File: src/rtl/cpudiv_pkg.sv
// Shared CPU definitions used by the divider: ALU-compatible flag bit
// positions and the divider FSM state encoding.
package cpudiv_pkg;
  localparam int FLAG_V = 3;
  localparam int FLAG_N = 2;
  localparam int FLAG_C = 1;
  localparam int FLAG_Z = 0;

  typedef enum logic [1:0] {
    IDLE = 2'd0,
    RUN  = 2'd1,
    FIX  = 2'd2,
    ZERO = 2'd3
  } div_state_t;
endpackage

File: src/rtl/cpudiv_if.sv
// Issue/result handshake between the execute stage and the divider.
interface cpudiv_if #(parameter int BW = 32);
  logic          i_wr;
  logic          i_signed;
  logic [BW-1:0] i_numerator;
  logic [BW-1:0] i_denominator;
  logic          o_busy;
  logic          o_valid;
  logic          o_err;
  logic [BW-1:0] o_quotient;
  logic [3:0]    o_flags;

  modport master (
    output i_wr, i_signed, i_numerator, i_denominator,
    input  o_busy, o_valid, o_err, o_quotient, o_flags
  );

  modport slave (
    input  i_wr, i_signed, i_numerator, i_denominator,
    output o_busy, o_valid, o_err, o_quotient, o_flags
  );
endinterface

File: src/rtl/cpudiv.sv
// Iterative restoring divider: one quotient bit per clock on operand
// magnitudes, sign applied in a final fix-up cycle; divide-by-zero short-cuts.
module cpudiv
  import cpudiv_pkg::*;
#(
  parameter int BW   = 32,
  parameter int LGBW = 5
) (
  input logic      i_clk,
  input logic      i_rst,
  cpudiv_if.slave  dif
);

  div_state_t      r_state, w_state_n;
  logic            r_busy, r_valid, r_err;
  logic            r_neg, r_ovf;
  logic [BW-1:0]   r_quot_o;
  logic [3:0]      r_flags;
  logic [LGBW-1:0] r_cnt;
  logic [BW-1:0]   r_num, r_den, r_rem, r_quot;
  logic [BW:0]     w_trial;
  logic [BW-1:0]   w_qfinal;
  logic [3:0]      w_flags, w_zflags;
  logic            w_accept;

  function automatic logic [BW-1:0] magnitude(input logic [BW-1:0] x,
                                               input logic sgn);
    return (sgn && x[BW-1]) ? (~x + 1'b1) : x;
  endfunction

  assign w_accept = dif.i_wr && (r_state == IDLE);
  // The remainder MSB is always 0 before a shift, so the full-width concat is exact.
  assign w_trial  = {r_rem, r_num[BW-1]} - {1'b0, r_den};
  assign w_qfinal = r_neg ? (~r_quot + 1'b1) : r_quot;

  always_comb begin
    w_flags          = '0;
    w_flags[FLAG_V]  = r_ovf;
    w_flags[FLAG_N]  = w_qfinal[BW-1];
    w_flags[FLAG_Z]  = (w_qfinal == '0);
    w_zflags         = '0;
    w_zflags[FLAG_Z] = 1'b1;
  end

  always_ff @(posedge i_clk) begin
    if (i_rst) r_state <= IDLE;
    else       r_state <= w_state_n;
  end

  always_comb begin
    w_state_n = r_state;
    case (r_state)
      IDLE:      if (w_accept) w_state_n = (dif.i_denominator == '0) ? ZERO : RUN;
      RUN:       if (r_cnt == '0) w_state_n = FIX;
      FIX, ZERO: w_state_n = IDLE;
      default:   w_state_n = IDLE;
    endcase
  end

  always_ff @(posedge i_clk) begin
    if (i_rst) begin
      r_busy   <= 1'b0;
      r_valid  <= 1'b0;
      r_err    <= 1'b0;
      r_quot_o <= '0;
      r_flags  <= '0;
      r_cnt    <= '0;
    end else begin
      r_valid <= 1'b0;
      case (r_state)
        IDLE: if (w_accept) begin
          r_busy <= 1'b1;
          r_cnt  <= LGBW'(BW - 1);
        end
        RUN:  r_cnt <= r_cnt - 1'b1;
        FIX: begin
          r_busy   <= 1'b0;
          r_valid  <= 1'b1;
          r_err    <= 1'b0;
          r_quot_o <= w_qfinal;
          r_flags  <= w_flags;
        end
        ZERO: begin
          r_busy   <= 1'b0;
          r_valid  <= 1'b1;
          r_err    <= 1'b1;
          r_quot_o <= '0;
          r_flags  <= w_zflags;
        end
        default: ;
      endcase
    end
  end

  // Datapath needs no reset: every division reloads it on acceptance.
  always_ff @(posedge i_clk) begin
    case (r_state)
      IDLE: if (w_accept) begin
        r_neg  <= dif.i_signed & (dif.i_numerator[BW-1] ^ dif.i_denominator[BW-1]);
        r_ovf  <= dif.i_signed && (dif.i_numerator == {1'b1, {(BW-1){1'b0}}})
                  && (dif.i_denominator == '1);
        r_num  <= magnitude(dif.i_numerator, dif.i_signed);
        r_den  <= magnitude(dif.i_denominator, dif.i_signed);
        r_rem  <= '0;
        r_quot <= '0;
      end
      RUN: begin
        if (!w_trial[BW]) begin
          r_rem  <= w_trial[BW-1:0];
          r_quot <= {r_quot[BW-2:0], 1'b1};
        end else begin
          r_rem  <= {r_rem[BW-2:0], r_num[BW-1]};
          r_quot <= {r_quot[BW-2:0], 1'b0};
        end
        r_num <= {r_num[BW-2:0], 1'b0};
      end
      default: ;
    endcase
  end

  assign dif.o_busy     = r_busy;
  assign dif.o_valid    = r_valid;
  assign dif.o_err      = r_err;
  assign dif.o_quotient = r_quot_o;
  assign dif.o_flags    = r_flags;

endmodule

File: src/flat_wrapper.sv
// flat-port wrapper written by rule: the top's interface ports become plain ports
module cpudiv_flat import cpudiv_pkg::*;
#(
  parameter int BW   = 32,
  parameter int LGBW = 5
)
  (i_clk, i_rst, dif_i_wr, dif_i_signed, dif_i_numerator, dif_i_denominator, dif_o_busy, dif_o_valid, dif_o_err, dif_o_quotient, dif_o_flags);
  cpudiv_if #(.BW(BW)) dif_i ();
  input logic i_clk;
  input logic i_rst;
  input wire logic [$bits(dif_i.i_wr)-1:0] dif_i_wr;
  input wire logic [$bits(dif_i.i_signed)-1:0] dif_i_signed;
  input wire logic [$bits(dif_i.i_numerator)-1:0] dif_i_numerator;
  input wire logic [$bits(dif_i.i_denominator)-1:0] dif_i_denominator;
  output wire logic [$bits(dif_i.o_busy)-1:0] dif_o_busy;
  output wire logic [$bits(dif_i.o_valid)-1:0] dif_o_valid;
  output wire logic [$bits(dif_i.o_err)-1:0] dif_o_err;
  output wire logic [$bits(dif_i.o_quotient)-1:0] dif_o_quotient;
  output wire logic [$bits(dif_i.o_flags)-1:0] dif_o_flags;
  assign dif_i.i_wr = dif_i_wr;
  assign dif_i.i_signed = dif_i_signed;
  assign dif_i.i_numerator = dif_i_numerator;
  assign dif_i.i_denominator = dif_i_denominator;
  assign dif_o_busy = dif_i.o_busy;
  assign dif_o_valid = dif_i.o_valid;
  assign dif_o_err = dif_i.o_err;
  assign dif_o_quotient = dif_i.o_quotient;
  assign dif_o_flags = dif_i.o_flags;
  cpudiv #(.BW(BW), .LGBW(LGBW)) u_core (.i_clk(i_clk), .i_rst(i_rst), .dif(dif_i));
endmodule
File: config.mk
export PLATFORM = sky130hd
export DESIGN_NAME = cpudiv_flat
export DESIGN_NICKNAME = d
export VERILOG_FILES = /design/src/rtl/cpudiv_pkg.sv /design/src/rtl/cpudiv_if.sv /design/src/rtl/cpudiv.sv /design/src/flat_wrapper.sv
export SDC_FILE = /design/constraint.sdc
export NUM_CORES = 1
export LEC_CHECK = 0
export ABC_AREA = 1
export CAP_MARGIN = 20
export CORE_ASPECT_RATIO = 0.7
export CORE_MARGIN = 2
export CORE_UTILIZATION = 50
export DETAILED_ROUTE_END_ITERATION = 12
export DONT_BUFFER_PORTS = 1
export GPL_ROUTABILITY_DRIVEN = 0
export GPL_TIMING_DRIVEN = 1
export MAX_ROUTING_LAYER = met4
export PLACE_DENSITY_LB_ADDON = 0.12
export SETUP_SLACK_MARGIN = 0.5
export SLEW_MARGIN = 20
export SYNTH_ARGS = -nofsm -noshare
export SYNTH_HDL_FRONTEND = slang
export SYNTH_SLANG_ARGS = --single-unit
File: constraint.sdc
create_clock -name i_clk -period 4.6 [get_ports i_clk]
set_clock_uncertainty 0.2 [all_clocks]
set_input_delay 0.46 -clock i_clk [delete_from_list [all_inputs] [get_ports i_clk]]
set_output_delay 0.46 -clock i_clk [all_outputs]
set_load 0.01 [all_outputs]
==> run metrics <==
largest family of logic cells by synthesized area=simple AND/OR/NAND/NOR gates; Setup-failing EPs final=0; Post-CTS Setup Bufs=0; nature of the critical path endpoint=flop; Ports=107; final hold slack=18.9 ps; # clock sinks=174; RSZ-0062 raised after global routing=no; clk_lat worst skew=440 ps; Slew Limit Fails=0; antenna violations before repair=0; Rows=45; Synth Area in Adders=4.39%; critical path type=reg -> reg; Yosys Warn Count=0; Remaining Overflow, GRT=0; Final Routed Wirelength=28,700 um; crit path cell chain=nor2_1, nand2_1, inv_1, buf_4, nor2_1, clkinv_2, buf_4; Total GRT Usage=25.5%; H-tree levels=4; Vias=9,677; PD cells=427 nW/um^2; post-synthesis register bit count=174; setup_tns=0 ps; post-synthesis xor/xnor area fraction=6.06%; Reg clk slew, reported paths=70 ps; synth unique cells=49; met1 WL=14,500 um; Die Y-Extent=130 um; Critical Path AT=2970 ps; Peak Freq=330 MHz; number of port buffers=0; vias in the first global route=8,750; wire length on met3=2750 um; crit path max fanout=43; layout cells sized above 1=5.12%; Lkg Pwr=5.01 nW; Ant. Diodes=0; Synth Area in Simple Gates=28.0%; period utilization=65.8%; post-synthesis mux area share=0%; Core Area=21,900 um^2; Final Critical Period=3030 ps; CTS Buffer Depth=2; area grow syn2layout=7.09%; CP Launch Type=flop; # DRC=0; worst stage delay on the critical path=660 ps; synthesized area per cell=7.49 um^2; Worst VDD drop=0.000294 V; CP required=4550 ps; routed wirelength normalized by instance count=16.0 um; met2 routed WL=11,200 um; Pre-Repair DR Iteration Count=6; routed vias/inst=5.42; first-pass GRT wire length=45,700 um; Seq/Total Area, Yosys=42.4%; DR iter-0 viols=1,076; die width=184 um; fin nets=1,598; total of max-cap violations=0; HP Class=in -> reg; top layer used by detailed routing=met4; Compound-Gate Fraction of Synth Area=11.6%; Mapped Nets=1,613; initial core utilization=51.5%; Final Hold Fails=0; Die Area=23,800 um^2; Worst-Margin Slew=922 ps; outcome=completed; TritonCTS clock tree=done; largest net degree at the start of global routing=90; Cell Area, Synth=11,300 um^2; worst path buffer plus inverter count=4; ANT nets after route=0; CTS Root Buffer Type=clkbuf_16; CP max-delay cell=clkinv_2; crit-path leading delay family=buffers and inverters; CTS Buf Count=17; Post-DP HPWL=21,600 um; Mapped Cells=1,506; max_slew headroom=38.4%
-- routing by layer --
metal,global-route usage [%],up-vias
met5,-,-
met4,4.85,0
met3,5.99,22
met2,33.9,344
met1,39.1,4419
li1,-,4892
-- flip-flops by register name, indices dropped and copies added (netlist names) --
| signal | flops |
|---|---|
| u_core.dif.o_busy | 1 |
| u_core.dif.o_quotient | 31 |
| u_core.dif.o_flags | 3 |
| u_core.r_ovf | 1 |
| u_core.r_cnt | 5 |
| u_core.r_neg | 1 |
| u_core.dif.o_err | 1 |
| u_core.r_num | 32 |
| u_core.r_quot | 32 |
| u_core.dif.o_valid | 1 |
| u_core.r_rem | 32 |
| u_core.r_state | 2 |
| u_core.r_den | 32 |
-- repair_timing --
item,CTS,global route
hold buffers,2,0
hold endpoints to repair,44,0
resized for setup,0,0
-- logic make-up after synthesis --
family | count (synthesis)
AOI/OAI and AO/OA | 241
xor gates and xnor gates | 78
adders and majority gates | 39
buffers and inverters | 209
DFF | 174
other | 1
and+or+nand+nor | 764
-- area by class of cell --
type                       instances  area [um^2]
clock inverter                    13          139
fill                            2082         9820
tap                              282          353
inverter                         167          633
sequential                       174         4780
multi-input combinational       1123         5660
clock buffer                      19          433
timing repair buffer               8         75.1
-- synth_stat cells, drive strengths merged --
master / n / share of area (%)
a21o: 1 / 0.067
a21oi: 110 / 5.0
a22oi: 1 / 0.067
a31o: 1 / 0.078
a31oi: 5 / 0.28
a41oi: 1 / 0.078
and3: 1 / 0.055
buf: 16 / 1.0
clkbuf: 26 / 0.87
clkinv: 1 / 0.033
conb: 1 / 0.033
dfxtp: 44 / 7.8
edfxtp: 130 / 35
fa: 1 / 0.18
ha: 38 / 4.2
inv: 166 / 5.6
nand2: 393 / 13
nand3: 67 / 3.1
nand3b: 3 / 0.20
nand4: 18 / 1.0
nor2: 250 / 8.5
nor3: 19 / 1.1
nor4: 8 / 0.44
o211ai: 1 / 0.067
o21a: 7 / 0.47
o21ai: 102 / 4.6
o21bai: 4 / 0.27
o31ai: 7 / 0.51
o41ai: 1 / 0.078
or2: 5 / 0.28
xnor2: 25 / 1.9
xor2: 53 / 4.1
-- stage by stage --
| step | utilization, % | power [W] | cells | setup WS (ps) | cell area [um^2] |
|---|---|---|---|---|---|
| after floorplan | - | 0.00336 | 1506 | 550 | 11300 |
| final | 55.2 | 0.00515 | 1786 | 1570 | 12100 |
| after detailed placement | 52.4 | 0.00371 | 1752 | 1550 | 11500 |
| after global routing | 55.2 | 0.00547 | 1786 | 1240 | 12100 |
| after global placement | 52.4 | 0.00369 | 1752 | 1640 | 11500 |
| after CTS | 55.2 | 0.00515 | 1786 | 1540 | 12100 |
-- worst paths after layout --
kind	start	to	cells past startpoint	slack [ps]
setup / recovery	u_core.r_state[1]	u_core.r_num[29]	7	1570
hold / removal	dif_i_denominator[10]	u_core.r_den[10]	1	20
setup reg to reg	u_core.r_state[1]	u_core.r_num[29]	7	1570
hold reg to reg	u_core.dif.o_quotient[8]	u_core.dif.o_quotient[8]	2	310
-- report_power, final --
group / internal (W) / switching (W)
clock network: 0.000802 / 0.000636
logic: 0.000512 / 0.00110
registers: 0.00197 / 0.000134
total: 0.00328 / 0.00187
-- cells in the final DEF, fill, tap and decap left out, drive strengths merged, types with 25 or more instances in the layout --
cell type  count
nand2        393
nor2         250
inv          168
edfxtp       130
a21oi        110
o21ai        102
nand3         67
xor2          53
dfxtp         44
ha            38
xnor2         25
Note: power is estimated with default switching activity, not from simulation.
==> variant (same flow settings) <==
`BW` is set to 32 in 3 places; all go to 24.
--- a/src/rtl/cpudiv_if.sv
+++ b/src/rtl/cpudiv_if.sv
@@ -1,3 +1,3 @@
 // Issue/result handshake between the execute stage and the divider.
-interface cpudiv_if #(parameter int BW = 32);
+interface cpudiv_if #(parameter int BW = 24);
   logic          i_wr;
--- a/src/rtl/cpudiv.sv
+++ b/src/rtl/cpudiv.sv
@@ -5,3 +5,3 @@
 #(
-  parameter int BW   = 32,
+  parameter int BW   = 24,
   parameter int LGBW = 5
--- a/src/flat_wrapper.sv
+++ b/src/flat_wrapper.sv
@@ -3,3 +3,3 @@
 #(
-  parameter int BW   = 32,
+  parameter int BW   = 24,
   parameter int LGBW = 5
Interface: changed (resized dif_i_denominator, dif_i_numerator and dif_o_quotient); port bits go from 107 to 83. No check against the original RTL was run, so the function may have changed too.
==> variant against the unedited design <==
- routed wire length decreased by 30%
- sequential cell count decreased by 40
- count of clock-buffer cells in the layout decreased by 1
- worst setup slack improved by 0.023 ns
- die area decreased by 23%
- worst hold slack improved by 0.020 ns
- total power decreased by 19%
- global-route usage decreased by 1.9 points
- fmax increased by 0.76%
- final area decreased by 22%
- synthesized area decreased by 24%
- utilization about the same
- largest power group unchanged
==> variant: results (changes against the unedited design) <==
outcome: "completed"
placed_area_mm2: 0.008777  # -24%
path_delay_family: "simple AND/OR/NAND/NOR gates"
hpwl_mm: 15.15  # -30%
cpMaxStageDelayCell: "fa_1"
relSlewSlack: 0.4698  # +0.08560
p_sw_mw: 1.480  # -21%
ir_drop_mv: 0.1660  # -43%
setup_ws_ns: 1.596  # +0.02297 ns
ys_seq_area_frac: 0.4260  # +0.001927
ys_top_cells_by_area: "edfxtp_1, nand2_1, dfxtp_1, nor2_1, inv_1"
met3WireLength_mm: 1.754  # -36%
grt.total_usage: 0.2365  # -0.01882
slowest_delay_ns: 0.45  # -0.21 ns
insertion_delay_ns: 0.42  # -0.02 ns
dr.pass1.iters: 5  # -1
drive_above_1_share: 0.05837  # +0.007172
grt_pass1_vias: 6687  # -24%
grt_pass1_wl_mm: 33.35  # -27%
cp.arrival_ns: 2.98  # about the same
wl_met2_mm: 7.515  # -33%
synthCells: 1159  # -23%
wirelength_mm: 20.20  # -30%
post_drt_wl_per_cell_um: 14.47  # -9.8%
met1Wirelength_mm: 10.77  # -26%
drt-initial-drc-count: 675  # -37%
n_fill_cell: 1645  # -21%
synth_enable_flop_cells: 98  # -25%
-- variant: cell types whose count changed after synthesis, moves of 10 or more --
cell / before / now
a21oi_1: 105 / 70
edfxtp_1: 130 / 98
inv_1: 163 / 134
nand2_1: 384 / 319
nor2_1: 242 / 169
o21ai_0: 88 / 53
o21ai_1: 12 / 2
xor2_1: 53 / 40
-- variant: cells by family (layout without fill, tap and decap cells) --
logic type	Yosys count	after routing	synth area share
flops	134	134	0.4260
xor+xnor	57	57	0.05805
simple gates	621	621	0.2990
fa+ha+maj	31	31	0.04598
compound gates	145	145	0.09035
buf+inv	170	176	0.08017
other cells	1	1	0.0004361
-- variant: layer usage --
layer  vias up  global-route usage
met5         -                   -
met4         0             0.05714
met3        15             0.06036
met2       249              0.3078
met1      3159              0.3615
li1       3755                   -
-- variant: area by class of cell --
| class | instances | area share |
|---|---|---|
| Timing Repair Buffer | 7 | 0.008529 |
| Tap cell | 231 | 0.03078 |
| Sequential cell | 134 | 0.3902 |
| Multi-Input combinational cell | 855 | 0.4539 |
| Inverter | 138 | 0.05517 |
| Clock inverter | 13 | 0.01572 |
| Clock buffer | 18 | 0.04571 |
-- variant: final timing paths --
path                                       startpoint                to  cells after the start
worst min register to register        u_core.r_cnt[3]   u_core.r_cnt[3]                      2
worst max register to register       u_core.r_num[23]   u_core.r_rem[1]                     16
worst max-delay path                 u_core.r_num[23]   u_core.r_rem[1]                     16
worst min-delay path            dif_i_denominator[17]  u_core.r_den[17]                      1
-- variant: power by group through the flow --
stage | combinational (mW) | clock, mW | sequential (mW)
2_1_floorplan | 0.993 | 0 | 1.60
3_3_place_gp | 1.20 | 0 | 1.63
3_5_place_dp | 1.21 | 0 | 1.64
4_1_cts | 1.22 | 1.37 | 1.61
5_1_grt | 1.41 | 1.42 | 1.64
6_report | 1.24 | 1.35 | 1.62
